**src/rtl/comb_sweep_ctrl.sv**
```systemverilog
// comb_sweep_ctrl: walks all 32 input vectors of a 5-input circuit, holding each for SETTLE
// cycles before sampling y_in, and compares the captured truth table against a golden table.
module comb_sweep_ctrl #(
  parameter int SETTLE = 2
) (
  input  logic        clk,
  input  logic        rst_n,
  input  logic        start,
  input  logic        abort,
  input  logic [31:0] expected,
  input  logic        y_in,
  output logic [4:0]  vec,
  output logic        busy,
  output logic        done,
  output logic        pass,
  output logic [31:0] truth_table,
  output logic [5:0]  mismatch_cnt,
  output logic [4:0]  first_fail,
  output logic        fail_valid
);
  typedef enum logic [1:0] {ST_IDLE, ST_SETTLE, ST_SAMPLE, ST_DONE} state_t;
  localparam logic [3:0] CNT_INIT = 4'(SETTLE);
  state_t      state_q, state_d;
  logic [4:0]  vec_q, vec_d, ff_q, ff_d;
  logic [3:0]  cnt_q, cnt_d;
  logic [31:0] tt_q, tt_d;
  logic [5:0]  mc_q, mc_d;
  logic        fv_q, fv_d, pass_q, pass_d, mis;
  always_ff @(posedge clk or negedge rst_n) begin
    if (!rst_n) begin
      state_q <= ST_IDLE;
      vec_q   <= '0;
      cnt_q   <= '0;
      tt_q    <= '0;
      mc_q    <= '0;
      ff_q    <= '0;
      fv_q    <= 1'b0;
      pass_q  <= 1'b0;
    end else begin
      state_q <= state_d;
      vec_q   <= vec_d;
      cnt_q   <= cnt_d;
      tt_q    <= tt_d;
      mc_q    <= mc_d;
      ff_q    <= ff_d;
      fv_q    <= fv_d;
      pass_q  <= pass_d;
    end
  end
  always_comb begin
    state_d = state_q;
    vec_d   = vec_q;
    cnt_d   = cnt_q;
    tt_d    = tt_q;
    mc_d    = mc_q;
    ff_d    = ff_q;
    fv_d    = fv_q;
    pass_d  = pass_q;
    mis     = y_in != expected[vec_q];
    case (state_q)
      ST_IDLE: if (start && !abort) begin
        state_d = ST_SETTLE;
        vec_d   = '0;
        cnt_d   = CNT_INIT;
        tt_d    = '0;
        mc_d    = '0;
        ff_d    = '0;
        fv_d    = 1'b0;
        pass_d  = 1'b0;
      end
      ST_SETTLE, ST_SAMPLE: if (abort) begin
        state_d = ST_IDLE;
        vec_d   = '0;
        cnt_d   = '0;
        pass_d  = 1'b0;
      end else if (state_q == ST_SETTLE) begin
        cnt_d   = cnt_q - 4'd1;
        state_d = cnt_q == 4'd1 ? ST_SAMPLE : ST_SETTLE;
      end else begin
        tt_d[vec_q] = y_in;
        mc_d        = mc_q + {5'd0, mis};
        if (mis && !fv_q) begin
          fv_d = 1'b1;
          ff_d = vec_q;
        end
        // pass is loaded on entry to DONE so it is valid alongside the done pulse
        if (vec_q == 5'd31) begin
          state_d = ST_DONE;
          pass_d  = mc_d == 6'd0;
        end else begin
          state_d = ST_SETTLE;
          vec_d   = vec_q + 5'd1;
          cnt_d   = CNT_INIT;
        end
      end
      default: state_d = ST_IDLE;
    endcase
  end
  assign vec          = vec_q;
  assign busy         = state_q == ST_SETTLE || state_q == ST_SAMPLE;
  assign done         = state_q == ST_DONE;
  assign pass         = pass_q;
  assign truth_table  = tt_q;
  assign mismatch_cnt = mc_q;
  assign first_fail   = ff_q;
  assign fail_valid   = fv_q;
endmodule

```
**config.mk**
```make
export PLATFORM = sky130hd
export DESIGN_NAME = comb_sweep_ctrl
export DESIGN_NICKNAME = d
export VERILOG_FILES = /design/src/rtl/comb_sweep_ctrl.sv
export SDC_FILE = /design/constraint.sdc
export NUM_CORES = 1
export LEC_CHECK = 0
export BUFFER_PORTS_ARGS = -buffer_cell sky130_fd_sc_hd__buf_2
export CAP_MARGIN = 20
export CORE_AREA = 10 10 127 129
export DETAILED_ROUTE_END_ITERATION = 8
export DIE_AREA = 0 0 137 139
export MAX_ROUTING_LAYER = met4
export PLACE_DENSITY = 0.49
export SLEW_MARGIN = 20
export SYNTH_ARGS = -nofsm -noshare
export SYNTH_HDL_FRONTEND = slang
export SYNTH_SLANG_ARGS = --single-unit
```
**constraint.sdc**
```tcl
create_clock -name clk -period 3.2 [get_ports clk]
set_clock_uncertainty 0.15 [all_clocks]
set_input_delay 0.16 -clock clk [delete_from_list [all_inputs] [get_ports clk]]
set_output_delay 0.16 -clock clk [all_outputs]
set_load 0.02 [all_outputs]
```
==> out/qor.csv <==
metric,value,unit
clk_pin_slew,70,ps
layoutNonFillerInstCount,638,
syn_inst,374,
hold_path_depth,4,
mostFrequentLayoutCell,buf_2,
ys_warn_count,0,
ios,89,
cp.required,3270,ps
tritoncts,done,
syn_nets,423,
drtPass1Iterations,4,
cts_buffer_depth,2,
grt.total_usage,0.113,
fin_tns_setup,0,ps
start_kind,register,
fp-row-count,43,
die_area,19000,um^2
post-route-period-util,0.858,
syn_to_final_growth,24.4,%
reg2reg_slack,460,ps
cp-end-kind,register,
maxCapViolCount,0,
die_y,139,um
cts_resized,0,
grt_pass1_vias,3083,
ir_drop,0.000344,V
coreArea,13700,um^2
dp.cells,629,
min_to,state_q[0]$_DFFE_PN0P_,
maxSlewHeadroom,0.622,
p_leak,0.00196,uW
multiInputGateArea,1800,um^2
synth_cell_type_count,43,
min-delay-path-class,in2reg,
seqCellArea,1400,um^2
start_util,0.245,
grt_pass1_wl,17000,um
power.density,696,nW/um^2
reg2regPathDepth,12,
reg2reg_from,vec[0]$_DFFE_PN0P_,
drtIter0Drc,161,
cp_max_fo,20,
clkLatencyLatePin,300,ps
antenna_found_initial,0,
seq_area_frac_synth,0.419,
async_flop_share,1.00,
root_buffer,clkbuf_16,
overflow,0,
place.detailed.hpwl,8230,um
r2r-end,pass$_DFFE_PN0P_,
cts_buffers,5,
finalSetupViolations,0,
wl,10800,um
final_cell_mix,"88 x buf_2, 56 x dfrtp_1, 39 x o21ai_0",
totalPowerFinal,2900,uW
vias,3104,
n_fill_cell,1493,
viasPerCell,4.87,
fin_hold_ws,122,ps
worst_slack,455,ps
grt_max_degree,39,
min_from,start,
hold_viol,0,
rsz0062_at_grt,false,
critPathArrivalTime,2810,ps
io_buffers,88,
crit_type,reg2reg,
dpl_worst_slack,480,ps
place.gp.congestion,0.841,
cts_sinks,56,
antennaDiodeCount,0,
post_cts_buffers,0,
yosys_register_bits,56,
synth_edf_count,0,
nets,506,
htreeDepth,2,
antenna_left,0,
fmax,364,MHz
synth_area,3350,um^2
layout-drive-gt1-share,0.251,
die_w,137,um
tightest_slew,562,ps
cts_hold_buf,1,
ys.flop_type,dfrtp_1,
drv_slew,0,
avgRoutedWirePerCell,16.9,um
period_minus_slack,2740,ps
status,completed,
postSynthAreaPerCell,8.95,um^2
drcViolationCount,0,
==> cell usage after synthesis (all sizes together) (3+ instances only) <==
cell type | number | share of area
o21ai | 77 | 0.12
dfrtp | 56 | 0.42
nand2 | 35 | 0.039
a21boi | 29 | 0.065
mux2i | 17 | 0.051
nor2 | 17 | 0.019
nand3 | 15 | 0.022
clkbuf | 14 | 0.017
ha | 12 | 0.045
inv | 10 | 0.011
buf | 8 | 0.015
nand2b | 7 | 0.013
nand4 | 7 | 0.013
nor3 | 7 | 0.010
a22o | 6 | 0.016
a31oi | 6 | 0.011
a21oi | 5 | 0.0075
a22oi | 5 | 0.011
nor2b | 5 | 0.0093
o211ai | 5 | 0.019
and3 | 4 | 0.0075
nor4 | 4 | 0.0075
o21a | 4 | 0.0090
xnor2 | 4 | 0.010
or2 | 3 | 0.0056
==> power by group <==
| group | total (uW) | internal (uW) | switching (uW) |
|---|---|---|---|
| Combinational | 1360 | 505 | 853 |
| Sequential | 903 | 802 | 101 |
| Clock | 637 | 373 | 264 |
==> registers in the layout (all words and copies together), names as in the netlist <==
register,flops
first_fail,5
fail_valid,1
mismatch_cnt,6
cnt_q,4
vec,5
truth_table,32
state_q,2
pass,1
==> logic make-up (layout without fill, tap and decap cells) <==
kind of cell	after synthesis	after routing	share of synthesized area
compound gates	141	141	0.263
mux	18	18	0.0553
flops	56	56	0.419
fa+ha+maj	12	12	0.0448
buf+inv	32	116	0.0433
xor+xnor	5	5	0.0131
simple gates	110	110	0.162
==> area by class of cell <==
cell class,count,area share
Sequential cell,56,0.337
Clock buffer,6,0.0309
Inverter,10,0.00901
Timing Repair Buffer,98,0.127
Multi-Input combinational cell,286,0.433
Tap cell,180,0.0541
Clock inverter,2,0.00931
==> metrics by stage <==
stage | cell area [um^2] | util
6_report | 4160 | 0.305
3_3_place_gp | 3990 | 0.292
4_1_cts | 4160 | 0.305
3_5_place_dp | 3990 | 0.292
5_1_grt | 4160 | 0.305
2_1_floorplan | 3350 | -
==> per-layer routing <==
| metal | GRT usage | vias to the layer above | wire length [um] |
|---|---|---|---|
| met5 | - | - | 0 |
| met4 | 0.0316 | 0 | 161 |
| met3 | 0.0257 | 14 | 572 |
| met2 | 0.182 | 78 | 5400 |
| met1 | 0.138 | 1489 | 4630 |
| li1 | - | 1523 | - |
==> how the worst max path moves through the flow <==
| stage | start | endpoint | slack (ps) |
|---|---|---|---|
| 3_3_place_gp | vec[0]$_DFFE_PN0P_ | pass$_DFFE_PN0P_ | 490 |
| 6_report | vec[0]$_DFFE_PN0P_ | pass$_DFFE_PN0P_ | 460 |
| 5_1_grt | vec[1]$_DFFE_PN0P_ | pass$_DFFE_PN0P_ | 210 |
| 3_5_place_dp | vec[0]$_DFFE_PN0P_ | pass$_DFFE_PN0P_ | 480 |
| 2_1_floorplan | vec[0]$_DFFE_PN0P_ | pass$_DFFE_PN0P_ | 590 |
| 4_1_cts | vec[0]$_DFFE_PN0P_ | pass$_DFFE_PN0P_ | 440 |
==> worst max-delay path, cell delays in order (launching register included) <==
cell and delay [ps]:
dfrtp_1 450, buf_12 210, mux2i_1 230, a31oi_1 110, nand3_1 110, and4_4 250, xnor2_1 130, ha_1 220
ha_1 280, xor2_1 90, nor4_1 240, nand3_1 100, o21ai_0 80
No activity file was read; power rests on OpenSTA's default activity.
